<file path="config.mk">
export PLATFORM = sky130hd
export DESIGN_NAME = pipelined_carry_select_addsub
export DESIGN_NICKNAME = d
export VERILOG_FILES = /design/src/rtl/pipelined_carry_select_addsub.sv
export SDC_FILE = /design/constraint.sdc
export NUM_CORES = 1
export LEC_CHECK = 0
export BUFFER_PORTS_ARGS = -buffer_cell sky130_fd_sc_hd__buf_4
export CAP_MARGIN = 10
export CORE_MARGIN = 2
export CORE_UTILIZATION = 30
export DETAILED_ROUTE_END_ITERATION = 8
export REMOVE_ABC_BUFFERS = 1
export SETUP_SLACK_MARGIN = 0.2
export SLEW_MARGIN = 20
export SYNTH_ARGS = -nofsm -noshare
export SYNTH_HDL_FRONTEND = slang
export SYNTH_SLANG_ARGS = --single-unit
</file>
<file path="constraint.sdc">
create_clock -name clk -period 2.7 [get_ports clk]
set_input_delay 0.135 -clock clk [delete_from_list [all_inputs] [get_ports clk]]
set_output_delay 0.135 -clock clk [all_outputs]
set_load 0.02 [all_outputs]
</file>
<file path="src/rtl/pipelined_carry_select_addsub.sv">
// Pipelined carry-select adder/subtractor with a valid/ready stream interface.
// Each stage evaluates BLOCKS_PER_STAGE carry-select blocks and hands the
// partial sum, the remaining operand bits and its block carry to the next stage.
module pipelined_carry_select_addsub #(
  parameter int DATA_WIDTH       = 16,
  parameter int BLOCK_SIZE       = 4,
  parameter int BLOCKS_PER_STAGE = 1
) (
  input  logic                  clk,
  input  logic                  rst_n,
  input  logic                  in_valid,
  output logic                  in_ready,
  input  logic [DATA_WIDTH-1:0] A,
  input  logic [DATA_WIDTH-1:0] B,
  input  logic                  Cin,
  input  logic                  SUB,
  output logic                  out_valid,
  input  logic                  out_ready,
  output logic [DATA_WIDTH-1:0] S,
  output logic                  CF,
  output logic                  OF,
  output logic                  ZF
);
  localparam int NB  = DATA_WIDTH / BLOCK_SIZE;
  localparam int BPS = (BLOCKS_PER_STAGE < 1) ? 1 : BLOCKS_PER_STAGE;
  localparam int LAT = (NB + BPS - 1) / BPS;

  if ((DATA_WIDTH % BLOCK_SIZE) != 0 || BLOCKS_PER_STAGE < 1) begin : g_cfg_err
    $error("pipelined_carry_select_addsub: bad DATA_WIDTH/BLOCK_SIZE/BLOCKS_PER_STAGE");
  end

  // Stage registers. Operand registers keep the full width; the lower,
  // already-consumed slices are never read and trim away in synthesis.
  logic [LAT-1:0]        r_vld_pipe;
  logic [DATA_WIDTH-1:0] r_a [LAT];
  logic [DATA_WIDTH-1:0] r_b [LAT];
  logic [DATA_WIDTH-1:0] r_s [LAT];
  logic [LAT-1:0]        r_c;
  logic                  r_of;
  logic                  r_zf;

  logic [LAT-1:0]        w_rdy;
  logic [LAT-1:0]        w_up_vld;
  logic [DATA_WIDTH-1:0] w_a_src [LAT];
  logic [DATA_WIDTH-1:0] w_b_src [LAT];
  logic [DATA_WIDTH-1:0] w_s_src [LAT];
  logic [DATA_WIDTH-1:0] w_s_nxt [LAT];
  logic [LAT-1:0]        w_c_src;
  logic [LAT-1:0]        w_c_nxt;
  logic [BLOCK_SIZE:0]   w_sum0, w_sum1, w_blk;
  logic                  w_c_msb;

  // Stage inputs: stage 0 sees the (conditionally inverted) operands, later
  // stages see the previous stage's registers.
  always_comb begin
    w_up_vld[0] = in_valid;
    w_a_src[0]  = A;
    w_b_src[0]  = SUB ? ~B : B;
    w_s_src[0]  = '0;
    w_c_src[0]  = SUB ^ Cin;
    for (int s = 1; s < LAT; s++) begin
      w_up_vld[s] = r_vld_pipe[s-1];
      w_a_src[s]  = r_a[s-1];
      w_b_src[s]  = r_b[s-1];
      w_s_src[s]  = r_s[s-1];
      w_c_src[s]  = r_c[s-1];
    end
  end

  // Block evaluation: block 0 ripples from C0, every other block computes both
  // carry hypotheses and selects with the incoming block carry.
  always_comb begin
    w_sum0 = '0;
    w_sum1 = '0;
    w_blk  = '0;
    for (int s = 0; s < LAT; s++) begin
      w_s_nxt[s] = w_s_src[s];
      w_c_nxt[s] = w_c_src[s];
    end
    for (int k = 0; k < NB; k++) begin
      w_sum0 = {1'b0, w_a_src[k/BPS][k*BLOCK_SIZE +: BLOCK_SIZE]}
             + {1'b0, w_b_src[k/BPS][k*BLOCK_SIZE +: BLOCK_SIZE]};
      w_sum1 = {1'b0, w_a_src[k/BPS][k*BLOCK_SIZE +: BLOCK_SIZE]}
             + {1'b0, w_b_src[k/BPS][k*BLOCK_SIZE +: BLOCK_SIZE]}
             + {{BLOCK_SIZE{1'b0}}, 1'b1};
      if (k == 0) w_blk = w_sum0 + {{BLOCK_SIZE{1'b0}}, w_c_nxt[0]};
      else        w_blk = w_c_nxt[k/BPS] ? w_sum1 : w_sum0;
      w_s_nxt[k/BPS][k*BLOCK_SIZE +: BLOCK_SIZE] = w_blk[BLOCK_SIZE-1:0];
      w_c_nxt[k/BPS] = w_blk[BLOCK_SIZE];
    end
    // Carry into the MSB recovered from the MSB sum bit: s = a ^ b ^ c.
    w_c_msb = w_a_src[LAT-1][DATA_WIDTH-1] ^ w_b_src[LAT-1][DATA_WIDTH-1]
            ^ w_s_nxt[LAT-1][DATA_WIDTH-1];
  end

  // Ready chain unrolled: stage s may load if any stage at or after it is
  // empty, or the sink accepts. Avoids a combinational self-loop on w_rdy.
  always_comb begin
    for (int s = 0; s < LAT; s++) begin
      w_rdy[s] = out_ready;
      for (int j = s; j < LAT; j++)
        if (!r_vld_pipe[j]) w_rdy[s] = 1'b1;
    end
  end

  // Pipeline registers: valid follows upstream on ready, data only on valid.
  always_ff @(posedge clk or negedge rst_n) begin
    if (!rst_n) begin
      r_vld_pipe <= '0;
      r_c        <= '0;
      r_of       <= 1'b0;
      r_zf       <= 1'b0;
      for (int s = 0; s < LAT; s++) begin
        r_a[s] <= '0;
        r_b[s] <= '0;
        r_s[s] <= '0;
      end
    end else begin
      for (int s = 0; s < LAT; s++) begin
        if (w_rdy[s]) begin
          r_vld_pipe[s] <= w_up_vld[s];
          if (w_up_vld[s]) begin
            r_a[s] <= w_a_src[s];
            r_b[s] <= w_b_src[s];
            r_s[s] <= w_s_nxt[s];
            r_c[s] <= w_c_nxt[s];
          end
        end
      end
      if (w_rdy[LAT-1] && w_up_vld[LAT-1]) begin
        r_of <= w_c_msb ^ w_c_nxt[LAT-1];
        r_zf <= ~|w_s_nxt[LAT-1];
      end
    end
  end

  assign in_ready  = w_rdy[0];
  assign out_valid = r_vld_pipe[LAT-1];
  assign S         = r_s[LAT-1];
  assign CF        = r_c[LAT-1];
  assign OF        = r_of;
  assign ZF        = r_zf;
endmodule

</file>
* Word level (Yosys, flattened, before mapping)
Index checks and enable logic that the tools add are counted.
** Word-level totals
- Bits of input ports :: 38
- Output and inout port bits :: 21
- Logic and storage cells :: 54
- Register bits :: 146
** Cells by class
- Reduce and logical (&&, ||, !) cells :: 7
- Bitwise gates (word level) :: 5
- Add/subtract/negate cells :: 8
- Muxes and demuxes :: 14
** Operators by type and width (number)
- $add A4 B4 Y5 :: 4
- $mux W16 :: 1
- $not A16 Y16 :: 1
- $reduce_or A16 Y1 :: 1
- $add A5 B1 Y5 const B :: 3
- $mux W5 :: 3
- $mux W1 :: 10
- $reduce_and A2 Y1 :: 4
- $add A5 B1 Y5 :: 1
- $xor A1 B1 Y1 :: 4
- $logic_and A1 B1 Y1 :: 1
- $logic_not A1 Y1 :: 1

* Depth between registers and ports, before layout
- Word-level depth :: 5
- Depth in mapped cells :: 9
- Gate-level depth less buffers :: 9

* Worst setup path after synthesis
Ideal clock, no wire load.
- Path type :: reg2reg
- From :: register r_a[28] in the netlist's numbering
- To :: register r_of, in the netlist OF
- Buffers on the path :: 0
- Stages on the path, launching flop included :: 10
- Library setup time :: 121 ps
- Required time :: 2579 ps
- Path slack :: 313 ps
- Clock period less this slack :: 2387 ps
- Arrival time :: 2266 ps
- Cell sequence :: dfrtp_1 ha_1 fa_1 ha_1 nand2_1 or4b_1 o21ai_2 or4_1 o311a_1 nand2_1
** On the way
- Longest elaborated chain between the ends :: 5
** RTL lines
- start: declaration :: line 35 : logic [DATA_WIDTH-1:0] r_a [LAT];
- start signal: indexed assignment :: line 123 : r_a[s] <= w_a_src[s];
- $add A4 B4 Y5 * :: line 82, 84
- $add A5 B1 Y5 :: line 85 : + {{BLOCK_SIZE{1'b0}}, 1'b1};
- $mux W5 * :: line 87 : else w_blk = w_c_nxt[k/BPS] ? w_sum1 : w_sum0;
- $xor A1 B1 Y1 :: line 93 : ^ w_s_nxt[LAT-1][DATA_WIDTH-1];
- $xor A1 B1 Y1 * :: line 131 : r_of <= w_c_msb ^ w_c_nxt[LAT-1];
- end signal: assignment :: line 131
- end: declaration :: line 39 : logic r_of;
Every way passes the cells marked *; elsewhere a longest branch is shown, timed or not.
A chain may end at the register's enable or synchronous reset.

* Worst setup path in the final report
Same ends and word-level chain as after synthesis.

==> results.md <==
- Post-place setup slack: 147 ps
- Top_reg_cell synth: dfrtp_1
- Sequential Power Share: 38.0%
- Initial antenna violation count: 0
- Die W: roughly 130 µm
- Final number of setup-violating endpoints: 0
- Internal power: 4020 µW
- Clock period minus worst slack: between 2000 and 2500 ps
- WL/cell: 13.3 µm
- Number of synthesized flops with an enable pin: 0
- Synthesized area per cell: 11.8 µm²
- RSZ-0062 raised after global routing: yes
- Final worst clock skew: 6.09 ps
- Clock share of power: 24.7%
- Internal reg-to-reg setup slack: 210 ps
- Worst hold path type: in -> reg
- Largest net degree at the start of global routing: between 50 and 60
- Crit path buf inv count: 0
- Seq/Total Area, Yosys: 52.3%
- Crit-path leading delay family: adder cells
- Crit. Startpoint: r_a[28]
- Final setup margin: 209 ps
- Worst Tran Pin Value: between 600 and 700 ps
- Detailed Place HPWL: 6130 µm
- Count leader, synth: dfrtp_1
- Drt first pass iters: 4
- Die Y: approximately 130 µm
- Final Util: 37.3%
- Pwr per Cell Area: 1060 nW/µm²
- Area contributors post-synth: dfrtp_1, mux2_2, xnor2_1, ha_1, o21ai_0
- Drt drc: 0
- Crit Path Max Fanout: 5
- Switch Pwr: ~2000 µW
- #FFs+latches synth: 98
- Clock slew at reported path FFs: 70 ps
- Site Rows: 45
- Slowest CP cell: fa_1
- Fraction of registers with async set/reset: 100%
- Vias in the first global route: 3,044
- Remaining global-route overflow: 0
- Max Clk Rate: 0.401 GHz
- Max Cap Violations: 0
- Synthesis Warnings: 0
- Initial Utilization: 30.7%
- Tot Pwr: 6030 µW
- Netlist Area Pre-Place: 4690 µm²
- Worst slew margin: 58.2%
- Max Slew Vio Count: 0
- Fin crit share: 92.3%
- DIE AREA: between 15,000 and 20,000 µm²
- Worst Setup Path Type: reg -> reg
- CP Cell Sequence: ha_2 -> fa_1 -> ha_2 -> nand2_2 -> or4b_4 -> o21ai_4 -> or4_1 -> o311a_1 -> nand2_1
- Number of library cell types mapped by synthesis: 33
- Worst setup EP type: register
- Share of layout cells above drive strength 1: between 30% and 40%
- IO buf count: 58
- Remaining antenna violation count after routing: 0
- Yosys top cell area share: 52.3%
- Hold Vio Cnt, Final: 0
- Ports: 59
- CTS Buffer Depth: 2
- WL final: between 8000 and 9000 µm
- Static Leakage: between 0.002 and 0.003 µW
- Peak supply drop: 0.383 mV
- Clk Latency, worst-skew pair: around 350 ps
- Crit path arrival time: roughly 2700 ps
- Logic gate share of total power: 37.3%
- Element type at the critical path start: register
- Overall Global Routing Usage: a little under an eighth
- Sw Ratio: 33.3%
- Reg-to-Reg Start: r_a[28]
- Final nets: a little over 500
- Global-route wire length before repair: 15,000 µm
- Most frequent CP cell: ha_2
- CP required: roughly 2900 ps
- Routed vias: 2,908
- CTS H-tree depth: 3
- Critical Path Max Stage Delay: 520 ps
- Area leader, netlist: dfrtp_1
- Post-Syn Instances: 396
- Antenna Cells: 0
- Post-route setup TNS: 0 ps
- Core ar.: 15,300 µm²
- Clock Sinks: 98
- Root buf cell: clkbuf_16
- Routability cong.: 0.780
- TritonCTS buffer count: 9
- Initial DRC count: 104
- Area Overhead vs Synth: 21.5%
- TritonCTS clock tree: built
- HP Start: A[9]
- Vias per std cell: 4.41
- Commonest cells post-synth: dfrtp_1, mux2_2, nand2_1
- Outcome: completed
## sequential cells by signal (all words and copies together) (netlist names)
| register | flops |
|---|---|
| OF | 1 |
| r_s | 24 |
| r_b | 24 |
| r_c | 4 |
| S | 16 |
| r_vld_pipe | 4 |
| ZF | 1 |
| r_a | 24 |
## metal layers
metal  track usage (%)  up-vias  wire length [µm]
met2              18.5       55              4240
li1                  -     1429                 -
met1              14.7     1414              3990
met3              4.87       10               456
met4              3.64        0               108
met5                 0        -                 0
## cell type report
class / instances / area [µm²]
clock buffers: 10 / 239
repair buffers: 68 / 546
fillers: 1512 / 9560
inverters: 16 / 60.1
well taps: 211 / 264
clock inverters: 6 / 113
flip-flops and latches: 98 / 2450
multi-input cells: 251 / 2020
## kinds of logic after synthesis
| kind of cell | synth area share [%] |
|---|---|
| buf+inv | 5.15 |
| compound gates | 6.91 |
| flops | 52.3 |
| simple gates | 7.36 |
| mux | 14.6 |
| xor+xnor | 6.72 |
| fa+ha+maj | 6.94 |
## worst paths after layout
path                       endpoint  cells past startpoint
setup / recovery                 OF                      9
hold / removal              r_a[57]                      2
setup reg to reg                 OF                      9
hold reg to reg             r_b[57]                      2
max in group asynchronous      S[3]                      3
min in group asynchronous   r_a[57]                      2
## worst reg2reg max path, cell delays in order, from the launching register on
cell     delay (ps)
dfrtp_1         390
ha_2            200
fa_1            520
ha_2            190
nand2_2          90
or4b_4          510
o21ai_4         160
or4_1           130
o311a_1         150
nand2_1          50
## cells in the final DEF, fill, tap and decap left out, drive strengths merged, types with 2 or more instances in the layout
cell type	synthesis	routed
a21oi	11	11
fa	5	5
dlygate4sd3	0	4
nand2b	5	5
nor4	3	3
xor2	9	9
xnor2	27	27
clkbuf	11	10
inv	16	17
clkinv	0	2
ha	18	18
nand4	7	7
a21o	8	8
nor2	7	7
dfrtp	98	98
o21ai	35	35
buf	20	64
mux2	60	60
nand3	4	4
nand2	42	42
bufinv	0	3
## power by group through the flow
stage | clock network (µW) | logic (µW) | registers (µW)
finish | 1490 | 2250 | 2290
global route | 1590 | 2530 | 2370
CTS | 1530 | 2230 | 2300
detailed placement | 0 | 2140 | 2330
global placement | 0 | 2070 | 2300
floorplan | 0 | 1390 | 2380
## repair_timing
| action | CTS | global route |
|---|---|---|
| cloned | 0 | 0 |
| gates resized for setup | 5 | 2 |
| endpoints found under the hold margin | 47 | 2 |
| buffers inserted | 1 | 1 |
| hold buffers | 2 | 2 |
| pin swaps | 2 | 2 |
| endpoints found under the setup margin | 1 | 1 |
## metrics by stage
step           std cells  hold slack [ps]  instance area, µm²
3_5_place_dp         638              194                5260
5_1_grt              660             1.09                5700
6_report             660             16.0                5700
3_3_place_gp         638              182                5260
4_1_cts              657             2.33                5670
2_1_floorplan        365             -161                4510
Power figures use the tool's default switching activity.
